===== src/rtl/id_ex_stage.sv =====
// Decode->Execute pipeline register for the pipelined MIPS core, with load-use hazard detection.
// Latency: 1 cycle D->E; lwstall_o is combinational from registered E state and the current D inputs.
// Backpressure: hold_i freezes every E field; flush_i or a load-use stall loads a bubble instead of D.
//
// Ports:
//   clk_i, rst_n_i       single rising-edge clock; synchronous active-low reset
//   *_d_i                decoder control word, operands, PC+4 and register fields of the D instruction
//   hold_i, flush_i      downstream stall and branch/jump redirect
//   *_e_o                registered copy of every *_d_i (valid_e_o included)
//   lwstall_o            load-use stall request to the PC and IF/ID registers
//   bubble_cnt_o         saturating count of inserted bubbles (only when IDEX_PERF_CNT_EN is defined)
//
// Build option: define IDEX_PERF_CNT_EN to add the bubble counter and its CNT_W parameter.
module id_ex_stage #(
  parameter int WIDTH = 32,
  parameter int RA_W  = 5
`ifdef IDEX_PERF_CNT_EN
  , parameter int CNT_W = 16
`endif
) (
  input  logic             clk_i,
  input  logic             rst_n_i,
  input  logic             valid_d_i,
  input  logic             rfwrite_d_i,
  input  logic             memtorf_d_i,
  input  logic             memwrite_d_i,
  input  logic             alusrc_d_i,
  input  logic             rfdst_d_i,
  input  logic             branch_d_i,
  input  logic             jump_d_i,
  input  logic [2:0]       alucontrol_d_i,
  input  logic [WIDTH-1:0] rd1_d_i,
  input  logic [WIDTH-1:0] rd2_d_i,
  input  logic [WIDTH-1:0] signimm_d_i,
  input  logic [WIDTH-1:0] pcplus4_d_i,
  input  logic [RA_W-1:0]  rs_d_i,
  input  logic [RA_W-1:0]  rt_d_i,
  input  logic [RA_W-1:0]  rd_d_i,
  input  logic             hold_i,
  input  logic             flush_i,
  output logic             valid_e_o,
  output logic             rfwrite_e_o,
  output logic             memtorf_e_o,
  output logic             memwrite_e_o,
  output logic             alusrc_e_o,
  output logic             rfdst_e_o,
  output logic             branch_e_o,
  output logic             jump_e_o,
  output logic [2:0]       alucontrol_e_o,
  output logic [WIDTH-1:0] rd1_e_o,
  output logic [WIDTH-1:0] rd2_e_o,
  output logic [WIDTH-1:0] signimm_e_o,
  output logic [WIDTH-1:0] pcplus4_e_o,
  output logic [RA_W-1:0]  rs_e_o,
  output logic [RA_W-1:0]  rt_e_o,
  output logic [RA_W-1:0]  rd_e_o,
  output logic             lwstall_o
`ifdef IDEX_PERF_CNT_EN
  , output logic [CNT_W-1:0] bubble_cnt_o
`else
  // no bubble counter port in this build
`endif
);

  logic bubble;

  // A load in E whose destination ($rt) is read by the D instruction. $0 is never a real
  // dependency, and an invalid D slot cannot consume anything.
  assign lwstall_o = valid_e_o & memtorf_e_o & valid_d_i & (rt_e_o != '0) &
                     ((rt_e_o == rs_d_i) | (rt_e_o == rt_d_i));

  // Flush and load-use stall collapse into one bubble.
  assign bubble = flush_i | lwstall_o;

  always_ff @(posedge clk_i) begin
    if (!rst_n_i || (!hold_i && bubble)) begin
      valid_e_o      <= 1'b0;
      rfwrite_e_o    <= 1'b0;
      memtorf_e_o    <= 1'b0;
      memwrite_e_o   <= 1'b0;
      alusrc_e_o     <= 1'b0;
      rfdst_e_o      <= 1'b0;
      branch_e_o     <= 1'b0;
      jump_e_o       <= 1'b0;
      alucontrol_e_o <= '0;
      rd1_e_o        <= '0;
      rd2_e_o        <= '0;
      signimm_e_o    <= '0;
      pcplus4_e_o    <= '0;
      rs_e_o         <= '0;
      rt_e_o         <= '0;
      rd_e_o         <= '0;
    end else if (!hold_i) begin
      valid_e_o      <= valid_d_i;
      // Architectural side effects are masked so an invalid slot can never write state.
      rfwrite_e_o    <= rfwrite_d_i & valid_d_i;
      memwrite_e_o   <= memwrite_d_i & valid_d_i;
      memtorf_e_o    <= memtorf_d_i;
      alusrc_e_o     <= alusrc_d_i;
      rfdst_e_o      <= rfdst_d_i;
      branch_e_o     <= branch_d_i;
      jump_e_o       <= jump_d_i;
      alucontrol_e_o <= alucontrol_d_i;
      rd1_e_o        <= rd1_d_i;
      rd2_e_o        <= rd2_d_i;
      signimm_e_o    <= signimm_d_i;
      pcplus4_e_o    <= pcplus4_d_i;
      rs_e_o         <= rs_d_i;
      rt_e_o         <= rt_d_i;
      rd_e_o         <= rd_d_i;
    end
  end

`ifdef IDEX_PERF_CNT_EN
  // Saturating: once all ones it stays there until reset.
  always_ff @(posedge clk_i) begin
    if (!rst_n_i) begin
      bubble_cnt_o <= '0;
    end else if (!hold_i && bubble && (bubble_cnt_o != '1)) begin
      bubble_cnt_o <= bubble_cnt_o + CNT_W'(1);
    end
  end
`endif

endmodule


===== config.mk =====
export PLATFORM = sky130hd
export DESIGN_NAME = id_ex_stage
export DESIGN_NICKNAME = d
export VERILOG_FILES = /design/src/rtl/id_ex_stage.sv
export SDC_FILE = /design/constraint.sdc
export NUM_CORES = 1
export LEC_CHECK = 0
export CORE_MARGIN = 5
export CORE_UTILIZATION = 37
export DETAILED_ROUTE_END_ITERATION = 8
export GPL_TIMING_DRIVEN = 0
export PLACE_DENSITY = 0.87
export SYNTH_ARGS = -nofsm -noshare
export SYNTH_HDL_FRONTEND = slang
export SYNTH_SLANG_ARGS = --single-unit

===== constraint.sdc =====
create_clock -name clk_i -period 1.9 [get_ports clk_i]
set_clock_uncertainty 0.05 [all_clocks]
set_input_delay 0.475 -clock clk_i [delete_from_list [all_inputs] [get_ports clk_i]]
set_output_delay 0.475 -clock clk_i [all_outputs]
set_load 0.05 [all_outputs]

**Word-level counts from Yosys, hierarchy flattened**

Cells that the tools add are included.

- Bitwise logic cells: 8
- Equal/unequal tests: 2
- Reductions and logical operators: 5

Operator list:

| cell | number |
|---|---|
| $eq 5x5->1 | 2 |
| $and 1x1->1 | 6 |
| $reduce_bool 5->1 | 1 |
| $logic_not 1->1 | 2 |
| $or 1x1->1 | 2 |
| $logic_and 1x1->1 | 1 |
| $logic_or 1x1->1 | 1 |

- Logic and storage cells: 31
- Bits in registers: 154
- Bits of input ports: 158
- Output and inout port bits: 155

**Logic depth before layout (Yosys ltp)**

Gate-level depths: netlist of run 1.

- Depth in word-level cells: 7
- Gate-level depth with buffers: 6
- Gate-level depth less buffers: 4

**Worst setup path before layout of run 1**

OpenSTA, ideal clock, no wires.

- Path kind: register to output
- From: register rt_e_o[4]
- To: output lwstall_o
- Stages on the path, launching flop included: 6
- Path slack: -0.772 ns
- Data arrival time: 2.147 ns
- Cell sequence: dfxtp_1 > xnor2_1 > nand3_1 > o22ai_1 > clkbuf_1 > nor2b_1

- Longest elaborated chain between the ends: 3
- Elaborated cells on any way between the ends: 6
- Classes of those cells: 2 x eq/ne; 3 x bitwise; 1 x reduce/logical

RTL lines:

| what | RTL line | text |
|---|---|---|
| from (decl) | 55 | `output logic [RA_W-1:0] rt_e_o,` |
| from (signal assigned) | 109 | `rt_e_o <= rt_d_i;` |
| $eq 5x5->1 or $reduce_bool 5->1 (tied branches) | 70, 69 |  |
| $or 1x1->1 or $and 1x1->1 (tied branches) | 70, 69 |  |
| $and 1x1->1 (*) | 69 | `assign lwstall_o = valid_e_o & memtorf_e_o & valid_d_i & (rt_e_o != '0) &` |
| to (decl) | 57 | `output logic lwstall_o` |

Every way passes the cells marked *; elsewhere a longest branch is shown, timed or not.

**Worst setup path after layout of run 1**

- From: register rt_e_o[1]
- To: output lwstall_o

The elaborated chain is that of the path after synthesis.

==> results of run 1 <==
-- kinds of logic after synthesis --
| logic type | share of synthesized area, % |
|---|---|
| DFF | 47.9 |
| and+or+nand+nor | 9.91 |
| xor gates and xnor gates | 1.36 |
| AOI/OAI and AO/OA | 33.2 |
| buffers and inverters | 7.67 |
-- cell usage after synthesis (all sizes together) --
master and n:
o2111ai 1, buf 42, nor2b 1, nand2 154, nor3b 1, o22ai 1
o21ai 154, dlygate4sd1 1, clkbuf 42, dfxtp 154, a32oi 152, and3 2
a22oi 2, or4 1, xnor2 10, and2 1, nand3 4
-- through the flow --
stage               util, %  power [uW]  hold WS, ps
floorplan                 -        4930          547
global placement       57.5        5950          395
detailed placement     57.5        5980          404
CTS                    60.9        9440          415
global route           61.1        9720          352
finish                 61.1        9380          334
-- critical path: stages, from the launching register on --
cell and delay, ps:
dfxtp_4 340, or4_4 550, o2111ai_4 210, buf_6 140, buf_8 100, nor2b_4 30, buf_8 140
-- power breakdown --
group / internal (uW) / switching, uW / total (uW)
sequential: 3470 / 134 / 3610
clock: 2100 / 1480 / 3580
combinational: 751 / 1440 / 2190
total: 6320 / 3050 / 9380
-- sequential cells by signal, summed over array words and instances, names as in the netlist, 3 cells and up --
| signal | cells |
|---|---|
| rd2_e_o | 32 |
| alucontrol_e_o | 3 |
| rd1_e_o | 32 |
| rs_e_o | 5 |
| rt_e_o | 5 |
| rd_e_o | 5 |
| pcplus4_e_o | 32 |
| signimm_e_o | 32 |
-- worst paths after layout --
kind	start	to	slack, ps	depth (start not counted)
worst min-delay path	rs_d_i[3]	rs_e_o[3]	330	3
worst max register to register	rt_e_o[1]	rd2_e_o[17]	-50	7
worst max-delay path	rt_e_o[1]	lwstall_o	-550	6
worst min register to register	rd_e_o[3]	rd_e_o[3]	410	2
-- timing repair --
item	4_1_cts	5_1_grt
pin swaps	2	2
hold endpoints to repair	0	0
gates cloned	0	0
gates resized for setup	230	35
endpoints found under the setup margin	309	162
setup buffers	6	0
-- metal layers --
metal / GRT usage (%) / routed length [um] / vias up
li1: - / - / 3434
met1: 27.8 / 9910 / 3510
met2: 39.0 / 12200 / 350
met3: 7.66 / 2220 / 60
met4: 10.6 / 834 / 2
met5: 0 / 8 / -
-- area by class of cell --
type | instances | area, um2
timing repair buffer | 318 | 3010
clock buffer | 17 | 425
fill | 1472 | 6680
sequential | 154 | 3100
tap | 225 | 282
buffer | 83 | 587
multi-input combinational | 484 | 2900
clock inverter | 15 | 190
antenna | 1 | 2.50
==> results_dict.tcl, run 1 <==
set metrics [dict create \
    rsz0062_at_grt "true" \
    violations "negative setup slack" \
    numCtsBuffers 17 \
    design_area_um2 10500 \
    cts_buffer_depth 2 \
    ys_seq_area_share_pct 47.9 \
    grt-ovfl-total 0 \
    grt_max_degree 20 \
    drv_cap 0 \
    netlist_area_um2 6440 \
    clk_latency_ps 420 \
    dp.final_hpwl_mm 18.1 \
    stdcell_count 1297 \
    netlist.area_leader.share_pct 47.9 \
    synth.ff_latch_count 154 \
    placedCellCount 1260 \
    routed_wl_mm 25.1 \
    timing.final.crit_share_pct 129 \
    drive_gt1_share_pct 12.6 \
    cp.required_ps 1370 \
    num_vias 7356 \
    cts-root-buf "clkbuf_16" \
    fin_nets 1216 \
    ir_drop_mv 0.575 \
    yosys-top-cells-area "dfxtp_1 (48%), a32oi_1 (21%), o21ai_0 (11%)" \
    maxSlewViolCount 0 \
    final.setup.worst_slack_ps -549 \
    grt_pass1_vias 7040 \
    crit_fanout 2 \
    vias_per_cell 5.67 \
    cts_tree "yes" \
    pre_cts_ws_ps -1730 \
    status "finished, violations left" \
    yosysWarnings 0 \
    synth_top_area_cell "dfxtp_1" \
    ys_types 21 \
    start_util_pct 37.5 \
    antenna_found_initial 2 \
    layout_common_cells "nand2_1 (154), clkdlybuf4s50_1 (154), a32oi_1 (152)" \
    die_h_um 142 \
    endpoint_kind "output pin" \
    place_area_um2 9870 \
    start_kind "flop" \
    first_pass_iters 5 \
    track_usage_pct 23.5 \
    routedWlPerCell_um 19.4 \
    setup_tns_ps -1370 \
    worstSetupPathType "reg -> out" \
    synth_cells 723 \
    slew-limit-headroom_pct 62.3 \
    avgSynthCellArea_um2 8.91 \
    hold_viol_final 0 \
    io_buffers 312 \
    finalSetupViolCount 38 \
    cts_sinks 154 \
    layout_min_cycle_time_ps 2450 \
    hold_class "in -> reg" \
    coreArea_um2 17200 \
    drtIter0Drc 448 \
    io_pins 313 \
    grt_pass1_wl_mm 38.1 \
    postCtsHoldBufs 0 \
    htree_num_levels 4 \
    synth_nets 881 \
    crit_arrival_ps 1920 \
    fmax_ghz 0.408 \
    die_x_um 142 \
    drc 0 \
    cts.clk_slew.worst_paths_ps 60 \
    syn_to_final_growth_pct 63.0 \
    p_leak_uw 0.00430 \
    die_area_um2 20100 \
    p_per_area_nw_per_um2 893 \
    tightest_slew_ps 567 \
    num_rows 48 \
    drtAntennaViolNets 0 \
    gp_congestion 0.842 \
]
Power figures use the tool's default switching activity.
==> run 2, diff against run 1 <==
CAP_MARGIN = 30   (was not set)
CORE_ASPECT_RATIO = 0.5   (was not set)
CORE_UTILIZATION = 57   (was 37)
DONT_BUFFER_PORTS = 1   (was not set)
PLACE_DENSITY = 0.85   (was 0.87)
==> results_dict.tcl, run 2 (synthesis gave the netlist of run 1 again) <==
set metrics [dict create \
    cts_sinks 154 \
    die_h_um 85.2 \
    status "finished, violations left" \
    layout_common_cells "nand2_1 (154), a32oi_1 (152), dfxtp_1 (147)" \
    numCtsBuffers 17 \
    utilization_pct 68.1 \
    timing.final.crit_share_pct 128 \
    p_per_area_nw_per_um2 1130 \
    routed_wl_mm 20.4 \
    rsz0062_at_grt "true" \
    slew-limit-headroom_pct 56.6 \
    coreArea_um2 11000 \
    syn_to_final_growth_pct 16.5 \
    multi_input_area_um2 2910 \
    cts-root-buf "clkbuf_16" \
    antenna_found_initial 0 \
    hold_class "in -> reg" \
    antennaDiodeCount 0 \
    fin_nets 911 \
    routedWlPerCell_um 22.4 \
    endpoint_kind "output pin" \
    crit_arrival_ps 1900 \
    finalSetupViolCount 146 \
    gp_congestion 0.833 \
    die_x_um 160 \
    track_usage_pct 27.3 \
    die_area_um2 13700 \
    start_kind "flop" \
    first_pass_iters 6 \
    violations "negative setup slack" \
    design_area_um2 7500 \
    path_cells "or4_4 -> o2111ai_4 -> buf_6 -> buf_8 -> nor2b_4" \
    pre_cts_ws_ps -550 \
    clk_latency_ps 400 \
    finalPower_uw 8500 \
    ff2ff_path_depth 8 \
    cts.clk_slew.worst_paths_ps 60 \
    layout_min_cycle_time_ps 2420 \
    place_area_um2 6650 \
    drc 0 \
    dp.final_hpwl_mm 14.3 \
    grt_pass1_vias 5648 \
    final.setup.worst_slack_ps -523 \
    min_path_cells 2 \
    grt_max_degree 17 \
    num_vias 6214 \
    cts_buffer_depth 2 \
    htree_num_levels 4 \
    drtIter0Drc 561 \
    io_buffers 0 \
    cp_slowest_cell "or4_4" \
    io_pins 313 \
    worstSetupPathType "reg -> out" \
    regArea_um2 3100 \
    cts_tree "yes" \
    maxSlewViolCount 0 \
    fmax_ghz 0.413 \
    drtAntennaViolNets 0 \
    fillers 879 \
    drive_gt1_share_pct 14.7 \
    layout_commonest_cell "nand2_1" \
    crit_fanout 5 \
    num_rows 27 \
    grt-ovfl-total 0 \
    ir_drop_mv 0.783 \
    slowest_delay_ps 570 \
    hold_viol_final 0 \
    drv_cap 0 \
    start_util_pct 58.5 \
    vias_per_cell 6.84 \
    cp.required_ps 1370 \
    grt_pass1_wl_mm 30.7 \
    p_leak_uw 0.00258 \
    tightest_slew_ps 651 \
]
-- run 2: cell type report --
| cell class | count | share of cell area, % |
|---|---|---|
| Buffer | 84 | 7.07 |
| Tap cell | 145 | 2.42 |
| Timing Repair Buffer | 12 | 2.53 |
| Sequential cell | 154 | 41.4 |
| Multi-Input combinational cell | 484 | 38.8 |
| Clock inverter | 11 | 1.95 |
| Clock buffer | 19 | 5.90 |
-- run 2: per-stage QoR --
step	hold WS [ps]	std cells	setup TNS (ps)
6_report	151	909	-12850
4_1_cts	139	901	-11460
2_1_floorplan	547	723	-171
3_3_place_gp	551	868	-24160
3_5_place_dp	555	868	-29990
5_1_grt	138	909	-22340
-- run 2: what timing repair did --
item	in CTS	in global routing
pin swaps	2	5
cloned	0	5
hold buffers	0	0
setup endpoints to repair	151	155
gates resized for setup	15	69
buffers inserted	4	5
endpoints found under the hold margin	0	0
-- run 2: worst paths after layout --
path | startpoint | slack [ps] | end
setup / recovery | rt_e_o[0] | -520 | lwstall_o
setup reg to reg | rt_e_o[0] | -200 | rd2_e_o[26]
hold reg to reg | rt_e_o[3] | 620 | rt_e_o[3]
hold / removal | rd1_d_i[3] | 150 | rd1_e_o[3]
-- run 2: critical path, delay by kind of cell, from the launching register on --
kind / cells / cell delay, ps
DFF: 1 / 410
AOI/OAI and AO/OA: 1 / 210
buffers and inverters: 2 / 230
and+or+nand+nor: 2 / 640
-- run 2: where the power goes --
part	total, uW	switching [uW]	internal [uW]
logic	588	347	242
clock network	3380	1290	2090
registers	4530	1060	3480
total	8500	2700	5810
-- run 2: routing by layer --
| metal | up-vias | GRT usage (%) | part of all wire (%) |
|---|---|---|---|
| li1 | 2820 | - | - |
| met5 | - | 0 | 0 |
| met4 | 0 | 11.6 | 3.6 |
| met2 | 401 | 46.7 | 49 |
| met1 | 2927 | 32.2 | 36 |
| met3 | 66 | 8.73 | 11 |
